File: config.mk
export PLATFORM = sky130hd
export DESIGN_NAME = decoder_3to8_flat
export DESIGN_NICKNAME = d
export VERILOG_FILES = /design/src/rtl/decoder_3to8_if.sv /design/src/rtl/decoder_3to8.sv /design/src/flat_wrapper.sv
export SDC_FILE = /design/constraint.sdc
export NUM_CORES = 1
export LEC_CHECK = 0
export CORE_AREA = 4 4 41 43
export CTS_CLUSTER_DIAMETER = 200
export DETAILED_ROUTE_END_ITERATION = 8
export DIE_AREA = 0 0 45 47
export GPL_TIMING_DRIVEN = 0
export PLACE_DENSITY = 0.59
export RECOVER_POWER = 100
export SYNTH_ARGS = -nofsm -noshare
export SYNTH_HDL_FRONTEND = slang
export SYNTH_SLANG_ARGS = --single-unit
File: constraint.sdc
create_clock -name clk -period 0.8 [get_ports clk]
set_input_delay 0.12 -clock clk [delete_from_list [all_inputs] [get_ports clk]]
set_output_delay 0.12 -clock clk [all_outputs]
set_load 0.005 [all_outputs]
File: src/rtl/decoder_3to8_if.sv
// Bus bundle for the registered 3-to-8 decoder: request side (en/add)
// and decoded result side (dout/dout_vld).
interface decoder_3to8_if;
    logic       en;
    logic [2:0] add;
    logic [7:0] dout;
    logic       dout_vld;

    // Requester drives enable/address and observes the select word.
    modport master (
        output en,
        output add,
        input  dout,
        input  dout_vld
    );

    // Decoder consumes enable/address and produces the select word.
    modport slave (
        input  en,
        input  add,
        output dout,
        output dout_vld
    );
endinterface

File: src/rtl/decoder_3to8.sv
// Registered 3-to-8 line decoder with enable, used as a chip-select or
// row-select generator. Output polarity and registering are parameters.
module decoder_3to8 #(
    parameter bit OUT_ACTIVE_LOW = 1'b0,
    parameter bit REG_OUT        = 1'b1
) (
    input logic           clk,
    input logic           rst_n,
    decoder_3to8_if.slave bus
);

    // XOR mask that turns the raw one-hot word into the output polarity;
    // it is also the all-inactive value used for reset and disable.
    localparam logic [7:0] PolMask = OUT_ACTIVE_LOW ? 8'hFF : 8'h00;

    logic [7:0] raw_d;
    logic [7:0] dout_d;
    logic       vld_d;

    // Decode: one-hot when enabled, all-zero otherwise, then apply polarity.
    always_comb begin
        raw_d = 8'h00;
        if (bus.en) begin
            raw_d = 8'h01 << bus.add;
        end
        dout_d = raw_d ^ PolMask;
        vld_d  = bus.en;
    end

    if (REG_OUT) begin : g_reg
        logic [7:0] dout_q;
        logic       vld_q;

        // Capture the decode each edge; reset forces the inactive word at once.
        always_ff @(posedge clk or negedge rst_n) begin
            if (!rst_n) begin
                dout_q <= PolMask;
                vld_q  <= 1'b0;
            end else begin
                dout_q <= dout_d;
                vld_q  <= vld_d;
            end
        end

        assign bus.dout     = dout_q;
        assign bus.dout_vld = vld_q;
    end else begin : g_comb
        // Pure combinational path; clock and reset are intentionally unused.
        logic unused_clk_rst;
        assign unused_clk_rst = clk ^ rst_n;

        assign bus.dout     = dout_d;
        assign bus.dout_vld = vld_d;
    end

endmodule

File: src/flat_wrapper.sv
// flat-port wrapper written by rule: the top's interface ports become plain ports
module decoder_3to8_flat 
#(
    parameter bit OUT_ACTIVE_LOW = 1'b0,
    parameter bit REG_OUT        = 1'b1
)
  (clk, rst_n, bus_en, bus_add, bus_dout, bus_dout_vld);
  decoder_3to8_if bus_i ();
  input logic clk;
  input logic rst_n;
  input wire logic [$bits(bus_i.en)-1:0] bus_en;
  input wire logic [$bits(bus_i.add)-1:0] bus_add;
  output wire logic [$bits(bus_i.dout)-1:0] bus_dout;
  output wire logic [$bits(bus_i.dout_vld)-1:0] bus_dout_vld;
  assign bus_i.en = bus_en;
  assign bus_i.add = bus_add;
  assign bus_dout = bus_i.dout;
  assign bus_dout_vld = bus_i.dout_vld;
  decoder_3to8 #(.OUT_ACTIVE_LOW(OUT_ACTIVE_LOW), .REG_OUT(REG_OUT)) u_core (.clk(clk), .rst_n(rst_n), .bus(bus_i));
endmodule
# Word-level counts from Yosys, hierarchy flattened
# Index checks and enable logic that the tools add are counted.
[op_classes]
shifts = 1
n_mux = 1
[op_table]
columns = ["operator", "n"]
rows = [
  ["$mux W8", 1],
  ["$shl A1 B3 Y8 const A", 1],
]
[totals]
register_bits = 9
input_bits = 6
output_inout_bits = 9
word_cells = 4

# Depth between registers and ports, before layout
[depth]
word_depth = 2
depth_mapped = 1
depth_no_buf = 1

# Least setup slack after synthesis
# No wires, ideal clock.
[synth_timing]
kind = "reg-to-output"
from = "reg u_core.g_reg.dout_q[0], in the netlist u_core.bus.dout[0]"
to = "out bus_dout[0]"
t_arrival_ns = 0.349
required_time_ns = 0.680
setup_slack_ns = 0.331
path_stages_with_launch = 1
path_buffers = 0
path_cell_list = "dfrtp_1"
[synth_rtl]
columns = ["item", "line_no", "source"]
rows = [
  ["start: declaration", "decoder_3to8.sv:31", "logic [7:0] dout_q;"],
  ["start signal: assignment", "decoder_3to8.sv:37", "dout_q <= PolMask;"],
  ["start signal: assignment", "decoder_3to8.sv:40", "dout_q <= dout_d;"],
  ["end: declaration", "flat_wrapper.sv:13", "output wire logic [$bits(bus_i.dout)-1:0] bus_dout;"],
]
# No word-level cell between the ends.

# Final worst setup path
[layout_timing]
from = "reg u_core.g_reg.dout_q[4], in the netlist u_core.bus.dout[4]"
to = "out bus_dout[4]"
# No word-level cell between the ends.

==> Implementation_results.wiki <==
{| class="wikitable"
! Metric !! Value
|-
| Outcome || complete, but fails checks
|-
| Violated checks || negative setup slack
|-
| Final worst path period need || ~0.86 ns
|-
| Depth of the CTS H-tree || 1
|-
| Clock-pin slew on the worst setup and hold paths || roughly 0.06 ns
|-
| Non-filler instance count after layout || 50
|-
| Post-route clock period utilization || 108%
|-
| Worst endpoint required time || 0.68 ns
|-
| Kind of path behind the tightest hold check || in2async
|-
| Actual slew at the worst max-slew pin || 0.406 ns
|-
| Placement Rows || 13
|-
| Seq. cell area || 225 sq um
|-
| Vias in the first global route || 255
|-
| Average instance area after synthesis || around 19 sq um
|-
| Worst hold slack || approximately 0.23 ns
|-
| Share of the synthesized area in the top cell type || between 70% and 80%
|-
| Commonest cells after routing, fill and taps aside || buf_2, dfrtp_1, dlygate4sd2_1
|-
| Cell area power density || 1950 nW/um^2
|-
| Peak fanout along the critical path || 1
|-
| End-of-flow core utilization || 34.6%
|-
| Worst-case clock buffer depth || 2
|-
| Iteration-0 DRC count of the detailed router || 1
|-
| Initial Utilization || 24.7%
|-
| Number of antenna violations at the first check in global routing || 0
|-
| Placeable Area || between 1000 and 1500 sq um
|-
| Number of filler cells placed in the layout || 146
|-
| GPL Wtd Cong || 0.707
|-
| Stages on the worst setup path || 1
|-
| Arrival time at the worst endpoint || 0.74 ns
|-
| Clk Tree Root Cell || clkbuf_4
|-
| Synthesized Nets || 23
|-
| Category of the worst setup path capture point || primary output
|-
| Register area share after synthesis || 70.0%
|-
| Total wirelength of the detailed-routed design || just over 700 microns
|-
| Fin. Hold Viols || 0
|-
| WP buf/inv || 1
|-
| Global Route Usage Sum || 8.25%
|-
| Cell area after layout || 450 sq um
|-
| Total placed cells including tap cells || 46
|-
| Total number of clock tree sinks || 9
|-
| Count of input and output buffers || 14
|-
| Count of endpoints failing setup in the final report || 9
|-
| CTS tree || built
|-
| Highest attainable clock frequency || 1.16 GHz
|-
| Pin count of the biggest net entering global routing || 10
|-
| Critical path type || reg2out
|-
| Average wire per cell in the routed design || 14.2 microns
|-
| Chip height || 47 microns
|-
| Multi-input combinational cell area || between 90 and 100 sq um
|-
| 1st-pass router iterations || 2
|-
| Num CTS Buffers || 3
|-
| Global-route wire length before repair || 1.19 mm
|-
| Die Footprint || between 2000 and 2500 sq um
|-
| Antenna Cells || 0
|-
| Number of buffers inserted to repair setup after CTS || 0
|-
| FF+latch count, synth || 9
|-
| Crit-path max cell delay || 0.37 ns
|-
| Worst slack after detailed placement || -0.318 ns
|-
| Synth Cell Area || ~320 sq um
|-
| Library cell occupying the most area in the post-synthesis netlist || dfrtp_1
|-
| Half-perimeter wire length after detailed placement || 515 microns
|-
| Via-per-instance ratio || 4.56
|-
| Synthesis Warnings || 0
|-
| Least setup slack across all paths after layout || -0.0602 ns
|-
| Cell Area, Placed || about 480 sq um
|-
| Total overflow reported by the global router || 0
|-
| DRC violation count after routing || 0
|-
| Kind of cell adding the most delay to the critical path || flip-flops
|-
| Detail Route Antenna Nets || 0
|-
| Via count || 228
|-
| Top post-synthesis cells by area || dfrtp_1, and4bb_2, and4b_2
|-
| Crit path cell chain || buf_2
|-
| Worst slew margin relative to its limit || 72.8%
|-
| Number of primary I/O pins || 15
|-
| Proportion of layout cells with a drive suffix above 1 || 54.3%
|-
| Syn-to-layout area delta || 40.1%
|-
| Number of max-slew violations in the final report || 0
|-
| Peak supply drop || slightly below 900 uV
|-
| Horizontal extent of the die || 45 microns
|-
| Yosys cell types || 5
|-
| Total Nets Final || 42
|-
| Unrepaired setup endpoints after global routing || yes
|-
| Max Cap Violations || 0
|-
| Synthesized netlist cell count || 17
|-
| Static leakage power || between 0.2 and 0.25 nW
|-
| Critical Path Start Type || register
|-
| Worst path slowest cell || dfrtp_1
|}
## cell families (layout without fill, tap and decap cells)
group	Yosys count	count (layout)	share of synthesized area [%]
simple gates	8	8	30.0
flops	9	9	70.0
buf+inv	0	18	0
## routing by layer
layer	share of wire (%)	GRT usage, %
met4	0	3.51
met2	54	14.1
met3	9.4	4.21
met1	37	8.51
met5	0	0
## synthesized netlist by cell type
cell type  instances
and4bb_2           3
nor4b_2            1
and4b_2            3
dfrtp_1            9
and4_2             1
## final timing paths
check	from	slack [ns]	end
max	u_core.bus.dout[4]	-0.06	bus_dout[4]
min	rst_n	0.23	u_core.bus.dout[0]
max in group asynchronous	rst_n	0.28	u_core.bus.dout[3]
min in group clk	bus_en	0.25	u_core.bus.dout_vld
## final cells by class
type                       instances  area share [%]
sequential                         9            50.0
multi-input combinational          8            20.0
timing repair buffer              14            20.0
clock buffer                       4            5.83
tap                               15            4.17
## where the power goes
group	total, W	internal, W	switching, W
sequential	0.000471	0.000468	0.00000313
combinational	0.0000704	0.0000344	0.0000360
clock	0.000336	0.000191	0.000145
## registers in the layout, indices dropped and copies added, names as in the netlist
register / flops
u_core.bus.dout: 8
u_core.bus.dout_vld: 1
## timing repair
action,in CTS,in global routing
hold buffers,0,0
resized for setup,40,0
endpoints found under the setup margin,15,9
## metrics by stage
step	TNS, ns	power [W]
global placement	-3.20	0.000570
floorplan	0	0.000497
finish	-0.442	0.000877
CTS	-0.567	0.000897
global route	-0.720	0.000922
detailed placement	-3.51	0.000574
Power figures use the tool's default switching activity.
